==> src/rtl/mmio_uart_bridge.sv <==
// MMIO peripheral: LED register, synchronised switch port and FIFO-buffered 8N1 UART.
// Optional internal TX->RX loopback register at 0x18 when MMIO_UART_LOOPBACK_EN is defined.
module mmio_uart_bridge #(
  parameter int unsigned BAUD_DIV = 868,
  parameter int unsigned TX_DEPTH = 8,
  parameter int unsigned RX_DEPTH = 8
) (
  input  logic        clk,
  input  logic        rst,
  input  logic [7:0]  io_addr,
  input  logic [31:0] io_dout,
  input  logic        io_we,
  input  logic        io_rd,
  output logic [31:0] io_din,
  input  logic [15:0] sw,
  output logic [15:0] led,
  input  logic        uart_rx,
  output logic        uart_tx
);

  localparam int unsigned TXAW = $clog2(TX_DEPTH);
  localparam int unsigned RXAW = $clog2(RX_DEPTH);
  localparam logic [15:0] DIV_M1 = 16'(BAUD_DIV - 1);
  localparam logic [15:0] HALF   = 16'(BAUD_DIV / 2);
  localparam logic [7:0] A_LED = 8'h00, A_SW = 8'h04, A_TXD = 8'h08, A_TXS = 8'h0C;
  localparam logic [7:0] A_RXD = 8'h10, A_RXS = 8'h14, A_LOOP = 8'h18;

  typedef enum logic [1:0] {S_IDLE, S_START, S_DATA, S_STOP} uart_state_e;

  logic [15:0] led_q, sw_s1_q, sw_s2_q;
  logic        txovf_q, rxovf_q, ferr_q;
  logic        rx_s1_q, rx_s2_q;
  logic        loop_on, tx_bit;
  logic        unused_ok;

  assign unused_ok = &{1'b0, io_dout[31:16]};

  // ---------------- TX FIFO ----------------
  logic [7:0]      tx_mem_q [TX_DEPTH];
  logic [TXAW-1:0] tx_wp_q, tx_rp_q;
  logic [TXAW:0]   tx_cnt_q;
  logic            tx_empty, tx_full, tx_push, tx_pop, wr_txd;

  assign wr_txd   = io_we && (io_addr == A_TXD);
  assign tx_empty = (tx_cnt_q == '0);
  assign tx_full  = (tx_cnt_q == (TXAW+1)'(TX_DEPTH));
  assign tx_push  = wr_txd && (!tx_full || tx_pop);

  always_ff @(posedge clk) begin
    if (tx_push) tx_mem_q[tx_wp_q] <= io_dout[7:0];
  end

  always_ff @(posedge clk) begin
    if (rst) begin
      tx_wp_q  <= '0;
      tx_rp_q  <= '0;
      tx_cnt_q <= '0;
    end else begin
      if (tx_push) tx_wp_q <= tx_wp_q + 1'b1;
      if (tx_pop)  tx_rp_q <= tx_rp_q + 1'b1;
      if (tx_push && !tx_pop)      tx_cnt_q <= tx_cnt_q + 1'b1;
      else if (!tx_push && tx_pop) tx_cnt_q <= tx_cnt_q - 1'b1;
    end
  end

  // ---------------- TX FSM ----------------
  uart_state_e tx_state_q, tx_state_d;
  logic [15:0] tx_bcnt_q, tx_bcnt_d;
  logic [7:0]  tx_sh_q, tx_sh_d;
  logic [2:0]  tx_idx_q, tx_idx_d;

  always_ff @(posedge clk) begin
    if (rst) begin
      tx_state_q <= S_IDLE;
      tx_bcnt_q  <= '0;
      tx_sh_q    <= '0;
      tx_idx_q   <= '0;
    end else begin
      tx_state_q <= tx_state_d;
      tx_bcnt_q  <= tx_bcnt_d;
      tx_sh_q    <= tx_sh_d;
      tx_idx_q   <= tx_idx_d;
    end
  end

  // Stop-bit expiry pops the next byte directly so back-to-back frames have no idle gap.
  always_comb begin
    tx_state_d = tx_state_q;
    tx_bcnt_d  = tx_bcnt_q;
    tx_sh_d    = tx_sh_q;
    tx_idx_d   = tx_idx_q;
    tx_pop     = 1'b0;
    tx_bit     = 1'b1;
    case (tx_state_q)
      S_IDLE: begin
        if (!tx_empty) begin
          tx_pop     = 1'b1;
          tx_sh_d    = tx_mem_q[tx_rp_q];
          tx_bcnt_d  = DIV_M1;
          tx_state_d = S_START;
        end
      end
      S_START: begin
        tx_bit = 1'b0;
        if (tx_bcnt_q == '0) begin
          tx_bcnt_d  = DIV_M1;
          tx_idx_d   = '0;
          tx_state_d = S_DATA;
        end else tx_bcnt_d = tx_bcnt_q - 1'b1;
      end
      S_DATA: begin
        tx_bit = tx_sh_q[0];
        if (tx_bcnt_q == '0) begin
          tx_bcnt_d = DIV_M1;
          tx_sh_d   = {1'b0, tx_sh_q[7:1]};
          tx_idx_d  = tx_idx_q + 3'd1;
          if (tx_idx_q == 3'd7) tx_state_d = S_STOP;
        end else tx_bcnt_d = tx_bcnt_q - 1'b1;
      end
      S_STOP: begin
        if (tx_bcnt_q == '0) begin
          if (!tx_empty) begin
            tx_pop     = 1'b1;
            tx_sh_d    = tx_mem_q[tx_rp_q];
            tx_bcnt_d  = DIV_M1;
            tx_state_d = S_START;
          end else tx_state_d = S_IDLE;
        end else tx_bcnt_d = tx_bcnt_q - 1'b1;
      end
    endcase
  end

  // ---------------- loopback option ----------------
`ifdef MMIO_UART_LOOPBACK_EN
  logic loop_q;
  always_ff @(posedge clk) begin
    if (rst) loop_q <= 1'b0;
    else if (io_we && (io_addr == A_LOOP)) loop_q <= io_dout[0];
  end
  assign loop_on = loop_q;
`else
  assign loop_on = 1'b0;
`endif

  assign uart_tx = tx_bit | loop_on;

  // ---------------- RX FSM ----------------
  uart_state_e rx_state_q, rx_state_d;
  logic [15:0] rx_bcnt_q, rx_bcnt_d;
  logic [7:0]  rx_sh_q, rx_sh_d;
  logic [2:0]  rx_idx_q, rx_idx_d;
  logic        rx_brk_q, rx_brk_d;
  logic        rx_push, ferr_set;

  always_ff @(posedge clk) begin
    if (rst) begin
      rx_s1_q    <= 1'b1;
      rx_s2_q    <= 1'b1;
      rx_state_q <= S_IDLE;
      rx_bcnt_q  <= '0;
      rx_sh_q    <= '0;
      rx_idx_q   <= '0;
      rx_brk_q   <= 1'b0;
    end else begin
      rx_s1_q    <= loop_on ? tx_bit : uart_rx;
      rx_s2_q    <= rx_s1_q;
      rx_state_q <= rx_state_d;
      rx_bcnt_q  <= rx_bcnt_d;
      rx_sh_q    <= rx_sh_d;
      rx_idx_q   <= rx_idx_d;
      rx_brk_q   <= rx_brk_d;
    end
  end

  // After a framing error rx_brk holds IDLE until the line has returned high.
  always_comb begin
    rx_state_d = rx_state_q;
    rx_bcnt_d  = rx_bcnt_q;
    rx_sh_d    = rx_sh_q;
    rx_idx_d   = rx_idx_q;
    rx_brk_d   = rx_brk_q;
    rx_push    = 1'b0;
    ferr_set   = 1'b0;
    case (rx_state_q)
      S_IDLE: begin
        if (rx_brk_q) begin
          if (rx_s2_q) rx_brk_d = 1'b0;
        end else if (!rx_s2_q) begin
          rx_bcnt_d  = HALF;
          rx_state_d = S_START;
        end
      end
      S_START: begin
        if (rx_bcnt_q == '0) begin
          rx_bcnt_d  = DIV_M1;
          rx_idx_d   = '0;
          rx_state_d = rx_s2_q ? S_IDLE : S_DATA;
        end else rx_bcnt_d = rx_bcnt_q - 1'b1;
      end
      S_DATA: begin
        if (rx_bcnt_q == '0) begin
          rx_bcnt_d = DIV_M1;
          rx_sh_d   = {rx_s2_q, rx_sh_q[7:1]};
          rx_idx_d  = rx_idx_q + 3'd1;
          if (rx_idx_q == 3'd7) rx_state_d = S_STOP;
        end else rx_bcnt_d = rx_bcnt_q - 1'b1;
      end
      S_STOP: begin
        if (rx_bcnt_q == '0) begin
          rx_state_d = S_IDLE;
          if (rx_s2_q) rx_push = 1'b1;
          else begin
            ferr_set = 1'b1;
            rx_brk_d = 1'b1;
          end
        end else rx_bcnt_d = rx_bcnt_q - 1'b1;
      end
    endcase
  end

  // ---------------- RX FIFO ----------------
  logic [7:0]      rx_mem_q [RX_DEPTH];
  logic [RXAW-1:0] rx_wp_q, rx_rp_q;
  logic [RXAW:0]   rx_cnt_q;
  logic            rx_empty, rx_full, rx_pop, rx_acc, rxovf_set;
  logic [31:0]     rx_cnt32;
  logic [3:0]      rx_occ;

  assign rx_empty  = (rx_cnt_q == '0);
  assign rx_full   = (rx_cnt_q == (RXAW+1)'(RX_DEPTH));
  assign rx_pop    = io_rd && (io_addr == A_RXD) && !rx_empty;
  assign rx_acc    = rx_push && (!rx_full || rx_pop);
  assign rxovf_set = rx_push && rx_full && !rx_pop;
  assign rx_cnt32  = 32'(rx_cnt_q);
  assign rx_occ    = (rx_cnt32 > 32'd15) ? 4'hF : rx_cnt32[3:0];

  always_ff @(posedge clk) begin
    if (rx_acc) rx_mem_q[rx_wp_q] <= rx_sh_q;
  end

  always_ff @(posedge clk) begin
    if (rst) begin
      rx_wp_q  <= '0;
      rx_rp_q  <= '0;
      rx_cnt_q <= '0;
    end else begin
      if (rx_acc) rx_wp_q <= rx_wp_q + 1'b1;
      if (rx_pop) rx_rp_q <= rx_rp_q + 1'b1;
      if (rx_acc && !rx_pop)      rx_cnt_q <= rx_cnt_q + 1'b1;
      else if (!rx_acc && rx_pop) rx_cnt_q <= rx_cnt_q - 1'b1;
    end
  end

  // ---------------- registers ----------------
  always_ff @(posedge clk) begin
    if (rst) begin
      led_q   <= '0;
      sw_s1_q <= '0;
      sw_s2_q <= '0;
      txovf_q <= 1'b0;
      rxovf_q <= 1'b0;
      ferr_q  <= 1'b0;
    end else begin
      sw_s1_q <= sw;
      sw_s2_q <= sw_s1_q;
      if (io_we && (io_addr == A_LED)) led_q <= io_dout[15:0];
      if (wr_txd && !tx_push) txovf_q <= 1'b1;
      else if (io_we && (io_addr == A_TXS)) txovf_q <= 1'b0;
      // A hardware event in the same cycle as a clearing write wins so it is not lost.
      if (rxovf_set) rxovf_q <= 1'b1;
      else if (io_we && (io_addr == A_RXS)) rxovf_q <= 1'b0;
      if (ferr_set) ferr_q <= 1'b1;
      else if (io_we && (io_addr == A_RXS)) ferr_q <= 1'b0;
    end
  end

  assign led = led_q;

  always_comb begin
    io_din = '0;
    case (io_addr)
      A_LED: io_din = {16'b0, led_q};
      A_SW:  io_din = {16'b0, sw_s2_q};
      A_TXS: io_din = {29'b0, txovf_q, (tx_state_q != S_IDLE) || !tx_empty, !tx_full};
      A_RXD: io_din = rx_empty ? '0 : {24'b0, rx_mem_q[rx_rp_q]};
      A_RXS: io_din = {24'b0, rx_occ, 1'b0, ferr_q, rxovf_q, !rx_empty};
`ifdef MMIO_UART_LOOPBACK_EN
      A_LOOP: io_din = {31'b0, loop_on};
`endif
      default: io_din = '0;
    endcase
  end

endmodule

==> config.mk <==
export PLATFORM = sky130hd
export DESIGN_NAME = mmio_uart_bridge
export DESIGN_NICKNAME = d
export VERILOG_FILES = /design/src/rtl/mmio_uart_bridge.sv
export SDC_FILE = /design/constraint.sdc
export NUM_CORES = 1
export LEC_CHECK = 0
export ABC_AREA = 0
export BUFFER_PORTS_ARGS = -buffer_cell sky130_fd_sc_hd__buf_2
export CORE_MARGIN = 5
export CORE_UTILIZATION = 28
export DETAILED_ROUTE_END_ITERATION = 6
export HOLD_SLACK_MARGIN = 0.06
export MAX_ROUTING_LAYER = met4
export SLEW_MARGIN = 20
export SYNTH_ARGS = -nofsm -noshare
export SYNTH_HDL_FRONTEND = slang
export SYNTH_SLANG_ARGS = --single-unit
==> constraint.sdc <==
create_clock -name clk -period 7.95 [get_ports clk]
set_clock_uncertainty 0.2 [all_clocks]
set_input_delay 0.795 -clock clk [delete_from_list [all_inputs] [get_ports clk]]
set_output_delay 0.795 -clock clk [all_outputs]
set_load 0.005 [all_outputs]
# Yosys cells after proc, flatten, opt, wreduce, memory -nomap -nowiden
# Memory sizes are Yosys's and may differ from the RTL's. A register that Yosys moved wholly into a read port is not among the register bits.
# Cells that the tools add are included.
word_totals:
  regBits: 132
  mem_bits_rw: 128
  inputBits: 61
  output_inout_bits: 49
  word_cells: 187
  memories: 2
mem_list:
  columns: ["memory", "words", "width", "rd", "rd_ports_with_merged_regs", "write_ports", "line", "text"]
  rows:
  - ["rx_mem_q", 8, 8, 1, 1, 1, "222", "logic [7:0] rx_mem_q [RX_DEPTH];"]
  - ["tx_mem_q", 8, 8, 1, 1, 1, "39", "logic [7:0] tx_mem_q [TX_DEPTH];"]
classes:
  n_addsub: 12
  n_lt_le_gt_ge: 1
  n_eq_ne: 28
  n_mux: 68
  reduce_logical: 53
op_table:
  columns: ["cell", "n"]
  rows:
  - ["16-bit 2-to-1 mux", 7]
  - ["16-bit one-hot mux with 3 select lines", 2]
  - ["16-bit one-hot mux with 5 select lines", 1]
  - ["16-bit logical NOT", 2]
  - ["8-bit 2-to-1 mux", 4]
  - ["16-bit by 1-bit subtractor with 16-bit output (second input constant)", 2]
  - ["2-bit != test (second input constant)", 13]
  - ["2-bit 2-to-1 mux", 12]
  - ["3-bit 2-to-1 mux", 8]
  - ["8-bit one-hot mux with 3 select lines", 1]
  - ["1-bit 2-to-1 mux", 21]
  - ["4-bit 2-to-1 mux", 5]
  - ["3-bit by 1-bit adder with 3-bit output (second input constant)", 6]
  - ["2-bit nonzero test", 9]
  - ["8-bit by 4-bit equality test with 1-bit output (second input constant)", 2]
  - ["8-bit by 5-bit equality test with 1-bit output (second input constant)", 2]
  - ["2-bit one-hot mux with 4 select lines", 2]
  - ["1-bit logical AND", 15]
  - ["3-bit AND reduction", 5]
  - ["3-bit one-hot mux with 2 select lines", 2]
  - ["4-bit by 1-bit adder with 4-bit output (second input constant)", 2]
  - ["2-bit equality test (second input constant)", 4]
  - ["4-bit equality test (second input constant)", 2]
  - ["8-bit by 3-bit equality test with 1-bit output (second input constant)", 1]
  - ["15 further kinds", 32]

# Longest topological paths before layout
depth:
  ltp_word: 10
  depth_mapped: 15
  depth_no_buf: 15

# Least setup slack after synthesis
# Ideal clock, no wire load.
synth_path:
  kind: "input to register"
  startpoint: "input io_addr[1]"
  endpoint: "register tx_cnt_q[3]"
  setup_time_ns: 0.070
  arrival_ns: 3.485
  required_ns: 7.680
  setup_slack_ns: 4.194
  path_stages: 13
  path_buffers: 1
  cell_sequence: "or4_1 -> buf_2 -> nor4_1 -> nand3b_1 -> inv_1 -> ha_1 -> inv_1 -> ha_1 -> a21o_1 -> a21oi_1 -> xnor2_1 -> or3_1 -> a21oi_1"
synth_between:
  elab_chain_cells: 6
  elab_cells_between_ends: 8
  classes_between: "eq/ne (1); mux (1); reduce/logical (6)"
synth_rtl:
  columns: ["element", "line", "text"]
  rows:
  - ["start: declaration", "10", "input logic [7:0] io_addr,"]
  - ["8-bit by 4-bit equality test with 1-bit output *", "44", "assign wr_txd = io_we && (io_addr == A_TXD);"]
  - ["1-bit logical AND *", "44", null]
  - ["1-bit logical AND *", "47", "assign tx_push = wr_txd && (!tx_full || tx_pop);"]
  - ["named net tx_push", "42", "logic tx_empty, tx_full, tx_push, tx_pop, wr_txd;"]
  - ["1-bit logical NOT", "62", "else if (!tx_push && tx_pop) tx_cnt_q <= tx_cnt_q - 1'b1;"]
  - ["1-bit logical AND", "62", null]
  - ["2-bit nonzero test (no line)", null, null]
  - ["end signal: assignment", "61", "if (tx_push && !tx_pop) tx_cnt_q <= tx_cnt_q + 1'b1;"]
  - ["end signal: assignment", "62", null]
  - ["end: declaration", "41", "logic [TXAW:0] tx_cnt_q;"]
# Mark *: on every way through the listed nets, which the timed path passes. The rest lies on a longest branch.
# A chain may end at the register's enable or synchronous reset.

# Worst setup path after layout
layout_path:
  startpoint: "register tx_state_q[0]"
  endpoint: "register tx_cnt_q[3]"
layout_between:
  elab_chain_cells: 7
  elab_cells_between_ends: 11
  classes_between: "eq/ne (1); mux (2); reduce/logical (8)"
layout_rtl:
  columns: ["element", "line", "text"]
  rows:
  - ["start: declaration", "67", "uart_state_e tx_state_q, tx_state_d;"]
  - ["start signal: assignment", "79", "tx_state_q <= tx_state_d;"]
  - ["2-bit equality test / 2-bit logical NOT (equally long branches)", "94", "case (tx_state_q)"]
  - ["1-bit one-hot mux with 2 select lines *", "94", null]
  - ["1-bit logical OR *", "47", null]
  - ["1-bit logical AND *", "47", null]
  - ["named net tx_push", "42", null]
  - ["1-bit logical NOT", "62", null]
  - ["1-bit logical AND", "62", null]
  - ["2-bit nonzero test (no line)", null, null]
# Marked as above.

==> metrics <==
status completed; drt pass-1 iters 5; # Post-CTS Setup Buffers 0; Clock transition at path regs 0.06 ns; CTS tree built; Fmax 240 MHz; main combinational cell family by area after synthesis simple AND/OR/NAND/NOR gates; post-route clock period utilization 0.524; Net count, final 1128; placed cell areas 12400 um^2; TNS Setup 0 ns; Total GRT Usage 0.118; commonest non-fill, non-tap cells in the layout dfxtp_1, edfxtp_1, nand2_1; H-Tree Depth 1; Core Rows 74; max-slew violation count 0; worst skew pair latency 0.57 ns; area grow syn2layout 15.9%; unrepaired setup endpoints after global routing false; Hold WS 0.203 ns; largest area contributor in the netlist edfxtp_1; Synth Cell Area 11500 um^2; Port Buf Inserts 77; Sequential Area 6610 um^2; Hold Path Class in2reg; cts repair resizes 0; crit path kind reg2reg; Core ar. 40700 um^2; dominant cells by area after synthesis edfxtp_1, dfxtp_1, mux4_2; Iter 0 DRT Violations 489; Post-Syn Instances 965; RePlAce Congestion 0.846; # Max-Cap Violations 0; syn_area_per_cell 11.9 um^2; CP arrival 4.44 ns; Unique masters post-synth 82; DRC Markers 0; vias in the first global route 7423; Finished Cell Area 13300 um^2; die width 213 um; sequential area share after synthesis 0.574; die area 45300 um^2; CTS buffer count 29; Lkg Pwr 4.65 nW; clk buf depth 3; mux cell area share after synthesis 0.0880; clock tree sinks 266; antenna-violating nets left 0; root buffer cell clkbuf_16; CP Launch Type flip-flop; Vert. Die Dim 213 um; asr flop ratio synth 0; post-synthesis adder-cell area fraction 0.0339; via count 7727; Peak VDD IR 150 uV; CP Max Fanout 10; leading cell type in the layout, fill and taps excluded dfxtp_1; Synth Area in Compound Gates 0.111; detailed-placement wirelength estimate 17800 um; layout cell share with drive strength beyond 1 0.191; final setup vio count 0; power per cell area 308 nW/um^2; endpoints failing hold 0; Fillers 4092; largest net degree at the start of global routing 74; initial antenna violation count 2; R2R cell count 14; Rel. slew slack 0.359; io pins 110; top-area cell type share of the netlist area 0.334; final WL 26400 um; EDFF count, synth 128; gr ovfl total 0; flops & latches, synth 266; xor and xnor area share after synthesis 0.0137; Worst Path Required 8.23 ns; YS warnings 0; worst-margin pin slew 0.958 ns; fin crit period 4.16 ns; Worst setup EP type flip-flop; Worst Hold Depth 2; WL/cell 16.6 um; Initial Util 0.283; first-pass GRT wire length 41700 um; hold buffers post-CTS 0; area of the multi-input gates 4570 um^2; Simple-Gate Fraction of Synth Area 0.145; Primary FF master, synth dfxtp_1; vias per cell 4.85
metal layers:
| layer | vias to the layer above | wire length (um) | GRT usage |
|---|---|---|---|
| met5 | - | 0 | - |
| li1 | 3712 | - | - |
| met1 | 3808 | 11600 | 0.154 |
| met3 | 44 | 1390 | 0.0228 |
| met4 | 0 | 665 | 0.0355 |
| met2 | 163 | 12800 | 0.189 |
through the flow:
stage	util	total power, mW	std cells	setup WS (ns)
floorplan	-	2.54	980	4.19
global placement	0.304	2.80	1538	3.64
detailed placement	0.304	2.82	1538	3.59
CTS	0.327	4.14	1592	3.82
global route	0.328	4.35	1594	3.48
finish	0.328	4.10	1594	3.79
power by group:
| group | total (mW) | switching (mW) | leakage, nW | internal [mW] |
|---|---|---|---|---|
| clock | 1.31 | 0.562 | 0.457 | 0.744 |
| sequential | 1.64 | 0.123 | 2.29 | 1.52 |
| combinational | 1.15 | 0.695 | 1.90 | 0.457 |
| total | 4.10 | 1.38 | 4.65 | 2.72 |
state kept, by name (all words and copies together), names as in the netlist, 2 cells and up, named ones only:
name and count:
rx_mem_q 64, tx_mem_q 64, led 16, rx_bcnt_q 16
sw_s1_q 16, sw_s2_q 16, tx_bcnt_q 16, rx_sh_q 8
tx_sh_q 8, rx_cnt_q 4, tx_cnt_q 4, rx_idx_q 3
rx_rp_q 3, rx_wp_q 3, tx_idx_q 3, tx_rp_q 3
tx_wp_q 3, tx_state_q 2
kinds of logic after synthesis:
family / Yosys count
other cells: 1
mux: 61
fa+ha+maj: 30
flops: 266
xor+xnor: 18
buf+inv: 83
compound gates: 192
simple gates: 314
synth_stat cells (4+ instances only):
cell,number
dfxtp_1,138
edfxtp_1,128
nand2_1,92
a21oi_1,70
nor2_1,69
o21ai_0,35
nor2b_1,33
clkbuf_1,32
mux4_2,32
ha_1,28
mux2i_1,27
nor3_1,22
inv_1,19
buf_4,18
a22o_1,16
or4_1,14
nand3_1,12
nand4_1,12
xor2_1,12
a211oi_1,8
nor4_1,8
or3_1,8
buf_2,7
a22oi_1,6
or2_2,6
xnor2_1,6
a222oi_1,5
buf_1,5
nand2b_1,5
a21o_1,4
nand3b_1,4
o31ai_1,4
worst max-delay path, cell delays in order, from the launching register on:
cell,delay [ns]
dfxtp_1,0.43
ha_1,0.45
nor4b_1,0.52
a41oi_1,0.19
o21ai_0,0.44
nand3b_1,0.27
inv_1,0.13
ha_1,0.19
inv_1,0.09
ha_1,0.28
a21o_1,0.17
a21oi_1,0.18
xnor2_1,0.09
or3_1,0.30
a21oi_1,0.14
cell type report:
class / count / share of cell area
Antenna cell: 2 / 0.000375
Timing Repair Buffer: 90 / 0.0364
Clock inverter: 18 / 0.0109
Tap cell: 532 / 0.0499
Sequential cell: 266 / 0.495
Clock buffer: 36 / 0.0594
Inverter: 19 / 0.00535
Multi-Input combinational cell: 631 / 0.343
final timing paths:
| check | end | from | slack [ns] |
|---|---|---|---|
| worst max-delay path | tx_cnt_q[3] | tx_state_q[0] | 3.79 |
| worst max register to register | tx_cnt_q[3] | tx_state_q[0] | 3.79 |
| worst min register to register | rx_s2_q | rx_s1_q | 0.22 |
| worst min-delay path | rx_s1_q | uart_rx | 0.20 |
Note: power is estimated with default switching activity, not from simulation.
